## config.mk

```make
export PLATFORM = sky130hd
export DESIGN_NAME = eq_sweep_driver
export DESIGN_NICKNAME = d
export VERILOG_FILES = /design/src/rtl/eq_sweep_pkg.sv /design/src/rtl/eq_sweep_ref.sv /design/src/rtl/eq_sweep_driver.sv
export SDC_FILE = /design/constraint.sdc
export NUM_CORES = 1
export LEC_CHECK = 0
export ABC_AREA = 1
export BUFFER_PORTS_ARGS = -buffer_cell sky130_fd_sc_hd__buf_2
export CORE_UTILIZATION = 51
export DETAILED_ROUTE_END_ITERATION = 16
export HOLD_SLACK_MARGIN = 0.12
export PLACE_DENSITY_LB_ADDON = 0.12
export REMOVE_ABC_BUFFERS = 1
export SLEW_MARGIN = 10
export SYNTH_ARGS = -nofsm -noshare
export SYNTH_HDL_FRONTEND = slang
export SYNTH_SLANG_ARGS = --single-unit
```

## constraint.sdc

```tcl
create_clock -name clk -period 1.6 [get_ports clk]
set_input_delay 0.32 -clock clk [delete_from_list [all_inputs] [get_ports clk]]
set_output_delay 0.32 -clock clk [all_outputs]
set_load 0.02 [all_outputs]
```

## src/rtl/eq_sweep_pkg.sv

```systemverilog
// Shared encodings and golden-model helpers for the pair-equality sweep engine.
package eq_sweep_pkg;

  localparam logic [1:0] ST_IDLE  = 2'd0;
  localparam logic [1:0] ST_DRIVE = 2'd1;
  localparam logic [1:0] ST_CHECK = 2'd2;
  localparam logic [1:0] ST_DONE  = 2'd3;

  typedef logic [1:0] state_t;

  // Widest operand the golden function accepts; callers zero-extend.
  localparam int OPND_MAX_W = 16;

  function automatic int n_vec(input int width);
    return 1 << (2 * width);
  endfunction

  function automatic logic exp_eq(input logic [OPND_MAX_W-1:0] a,
                                  input logic [OPND_MAX_W-1:0] b);
    return a == b;
  endfunction

endpackage

```

## src/rtl/eq_sweep_ref.sv

```systemverilog
// Golden model for the sweep: decodes cnt into {x,y} and flags a wrong eq_in.
module eq_sweep_ref #(
  parameter int WIDTH = 2
) (
  input  logic [2*WIDTH-1:0] cnt,
  input  logic               eq_in,
  output logic               mismatch
);
  import eq_sweep_pkg::*;

  logic [OPND_MAX_W-1:0] xo, yo;
  logic                  expected;

  assign xo       = OPND_MAX_W'(cnt[2*WIDTH-1:WIDTH]);
  assign yo       = OPND_MAX_W'(cnt[WIDTH-1:0]);
  assign expected = exp_eq(xo, yo);
  assign mismatch = (eq_in != expected);

endmodule

```

## src/rtl/eq_sweep_driver.sv

```systemverilog
// Exhaustive sweep initiator: walks every {x,y}, waits RESP_LAT cycles per
// vector, checks eq_in and records mismatch count plus the first bad vector.
module eq_sweep_driver #(
  parameter int WIDTH    = 2,
  parameter int RESP_LAT = 1
) (
  input  logic               clk,
  input  logic               rst,
  input  logic               start,
  output logic [WIDTH-1:0]   x,
  output logic [WIDTH-1:0]   y,
  output logic               vec_valid,
  input  logic               eq_in,
  output logic               busy,
  output logic               done,
  output logic [2*WIDTH:0]   err_count,
  output logic [2*WIDTH-1:0] first_err_vec,
  output logic               first_err_valid
);
  import eq_sweep_pkg::*;

  localparam int CNT_W = 2 * WIDTH;
  localparam int N_VEC = n_vec(WIDTH);
  localparam int LAT_W = (RESP_LAT > 1) ? $clog2(RESP_LAT) : 1;
  localparam logic [CNT_W-1:0] CNT_LAST = CNT_W'(N_VEC - 1);
  localparam logic [LAT_W-1:0] LAT_LAST = LAT_W'(RESP_LAT - 1);

  state_t            state, state_nx;
  logic [CNT_W-1:0]  cnt;
  logic [LAT_W-1:0]  lat;
  logic              mismatch;

  eq_sweep_ref #(.WIDTH(WIDTH)) u_ref (
    .cnt      (cnt),
    .eq_in    (eq_in),
    .mismatch (mismatch)
  );

  always_comb begin
    state_nx = state;
    unique case (state)
      ST_IDLE:  if (start) state_nx = ST_DRIVE;
      ST_DRIVE: if (lat == LAT_LAST) state_nx = ST_CHECK;
      ST_CHECK: state_nx = (cnt == CNT_LAST) ? ST_DONE : ST_DRIVE;
      default:  state_nx = ST_IDLE;
    endcase
  end

  // Operands are forced to zero outside a sweep so an idle bus is quiet.
  assign busy      = (state == ST_DRIVE) || (state == ST_CHECK);
  assign vec_valid = busy;
  assign done      = (state == ST_DONE);
  assign x         = busy ? cnt[CNT_W-1:WIDTH] : '0;
  assign y         = busy ? cnt[WIDTH-1:0]     : '0;

  always_ff @(posedge clk) begin
    if (rst) begin
      state           <= ST_IDLE;
      cnt             <= '0;
      lat             <= '0;
      err_count       <= '0;
      first_err_vec   <= '0;
      first_err_valid <= 1'b0;
    end else begin
      state <= state_nx;
      unique case (state)
        ST_IDLE: if (start) begin
          cnt             <= '0;
          lat             <= '0;
          err_count       <= '0;
          first_err_vec   <= '0;
          first_err_valid <= 1'b0;
        end
        ST_DRIVE: lat <= (lat == LAT_LAST) ? '0 : lat + 1'b1;
        ST_CHECK: begin
          if (mismatch) begin
            err_count <= err_count + 1'b1;
            if (!first_err_valid) begin
              first_err_vec   <= cnt;
              first_err_valid <= 1'b1;
            end
          end
          // cnt parks on the last vector rather than wrapping.
          if (cnt != CNT_LAST) cnt <= cnt + 1'b1;
        end
        default: ;
      endcase
    end
  end

endmodule

```

==> run_results.csv <==
group,metric,value,unit
route,routed_wl,1.958,mm
route,drc,0,
clock_tree,cts_made_buffers,3,
sta,slew_viol_final,0,
route,drtPass1Iterations,6,
sta,fin_crit_sh,0.9927,
die,std_cell_rows,14,
sta,layout_setup_ws,0.01162,ns
sta,hold_slack,0.3141,ns
global_routing,met3_usage,0.03750,
sta,rsz0062_at_grt,"yes",
die,die_x,43.94,um
global_routing,grt_use_met2,0.3851,
cells_and_area,post_route_cells_drive_above_1_share,0.3333,
place,place_ws,0.04290,ns
sta,worst_slew_pin_slew,0.2448,ns
cells_and_area,nets,160,
die,die_area,1931,um2
sta,setup-violations-final,0,
clock_tree,clk_pin_slew,0.11,ns
setup_path,critical_path_arrival,1.27,ns
sta,slew_headroom,0.8358,
global_routing,gr-usage-met1,0.2956,
synthesis,syn_area,897.1,um2
cells_and_area,final_cell_mix,"nand2_1, buf_2, dfxtp_1",
place,dp_hpwl,1.454,mm
die,die_h,43.94,um
setup_path,crit_type,"reg2out",
cells_and_area,final_common_cell,"nand2_1",
global_routing,antenna_found_initial,0,
cells_and_area,syn_to_final_growth,24.69,%
clock_tree,cts_root_buf,"clkbuf_4",
clock_tree,clk_latency,0.30,ns
cells_and_area,stdcell_area,1119,um2
place,dpl_cell_area,1017,um2
clock_tree,cts_buffer_depth,2,
setup_path,startpoint,"state[1]",
route,wire_per_inst,11.80,um
synthesis,synth_seq_cells,16,
pwr,p_per_area,1367,nW/um2
route,vias_per_cell,5.265,
worst_hold_path,holdCritStartpoint,"rst",
synthesis,yosys_warnings,0,
global_routing,grt_pass1_wl,3.236,mm
synthesis,synth_cell_types,21,
synthesis,syn_inst,125,
global_routing,grt_use_total,0.2277,
cells_and_area,diodes,0,
place,place.gp.congestion,0.8640,
pwr,peakVddDrop,0.9501,mV
run_status,status,"completed",
die,coreArea,1577,um2
global_routing,grt_pass1_vias,788,
setup_path,worstSetupStartpointType,"flip-flop",
global_routing,top_usage_layer,"met2",
global_routing,overflow,0,
worst_hold_path,hp-class,"in2reg",
pwr,cellLeakagePower,0.5468,nW
sta,finalHoldViolations,0,
route,dr_total_vias,874,
die,io_pins,21,
sta,clock.fmax,0.6296,GHz
sta,finClkSkew,0.008054,ns
die,floorplan.initialDensity,0.5690,
clock_tree,cts_sinks,16,
setup_path,worstPathRequired,1.28,ns
setup_path,cp_max_fo,6,
global_routing,grt_max_degree,14,
clock_tree,cts.htree.levels,1,
synthesis,ys_seq_area_frac,0.3570,
route,drt_iter0_markers,20,
synthesis,avgSynthCellArea,7.177,um2
route,antenna_left,0,
place,port_buffers,20,
sta,min_period,1.588,ns
clock_tree,cts_tree,"yes",
setup_path,end_kind,"output pin",
setup_path,r2r_start,"state[0]",
pwr,power,1.530,mW
job,drv_cap,0,
## layout make-up
type	count	area (um2)
timing repair buffer	25	162.7
clock buffer	4	36.28
multi-input combinational	86	500.5
fill	130	457.9
tap	16	20.02
inverter	19	73.82
sequential	16	325.3
## routing by layer
layer | part of all wire | vias up
li1 | - | 456
met1 | 0.49 | 402
met2 | 0.47 | 14
met3 | 0.026 | 2
met4 | 0.011 | 0
met5 | 0 | -
## cell families (layout without fill, tap and decap cells)
| kind of cell | count (synthesis) | after routing | synth area share |
|---|---|---|---|
| simple gates | 58 | 58 | 0.3068 |
| fa+ha+maj | 5 | 5 | 0.06974 |
| buf+inv | 23 | 48 | 0.1046 |
| xor+xnor | 4 | 4 | 0.03906 |
| compound gates | 19 | 19 | 0.1227 |
| flops | 16 | 16 | 0.3570 |
## critical path: stages (launching register included)
cell	delay, ns
dfxtp_4	0.39
inv_4	0.04
ha_4	0.29
nand2_1	0.06
inv_1	0.07
buf_6	0.11
## through the flow
stage,TNS (ns),utilization,instances
2_1_floorplan,0,-,121
3_3_place_gp,0,0.6452,160
3_5_place_dp,0,0.6452,160
4_1_cts,0,0.6841,164
5_1_grt,-0.09963,0.7095,166
6_report,0,0.7095,166
## flip-flops by register name (all words and copies together), names as in the netlist
signal           count
err_count            5
cnt                  4
first_err_vec        4
state                2
first_err_valid      1
## synth_stat cells
library cell	count	area share
nand3_1	3	0.017
inv_2	3	0.013
a211oi_1	1	0.0084
dfxtp_1	16	0.36
o21ai_0	3	0.017
nand4_1	10	0.070
nand2_1	31	0.13
nand3_2	3	0.033
ha_1	5	0.070
nor2_2	1	0.0070
a211oi_2	1	0.014
xor2_1	2	0.020
a31oi_1	1	0.0070
o21ai_2	1	0.0098
a21oi_1	12	0.067
nand2_2	3	0.021
inv_1	16	0.067
buf_4	2	0.017
xnor2_1	2	0.020
clkbuf_1	2	0.0084
nor2_1	7	0.029
## where the power goes
group / switching (mW) / internal (mW) / total [mW] / leakage (nW)
clock network: 0.147 / 0.139 / 0.286 / 0.0210
logic: 0.478 / 0.261 / 0.739 / 0.395
registers: 0.0541 / 0.451 / 0.505 / 0.131
total: 0.679 / 0.851 / 1.53 / 0.547
## final timing paths
kind / to / slack (ns) / depth (start not counted)
worst max-delay path: y[0] / 0.01 / 5
worst min-delay path: first_err_vec[3] / 0.31 / 4
worst max register to register: first_err_vec[2] / 0.08 / 8
worst min register to register: first_err_vec[0] / 0.46 / 2
## timing repair
| action | CTS | global route |
|---|---|---|
| gates resized for setup | 9 | 10 |
| pin swaps | 1 | 2 |
| endpoints found under the setup margin | 6 | 14 |
| hold buffers | 0 | 0 |
| buffers inserted | 0 | 2 |
Power figures use the tool's default switching activity.
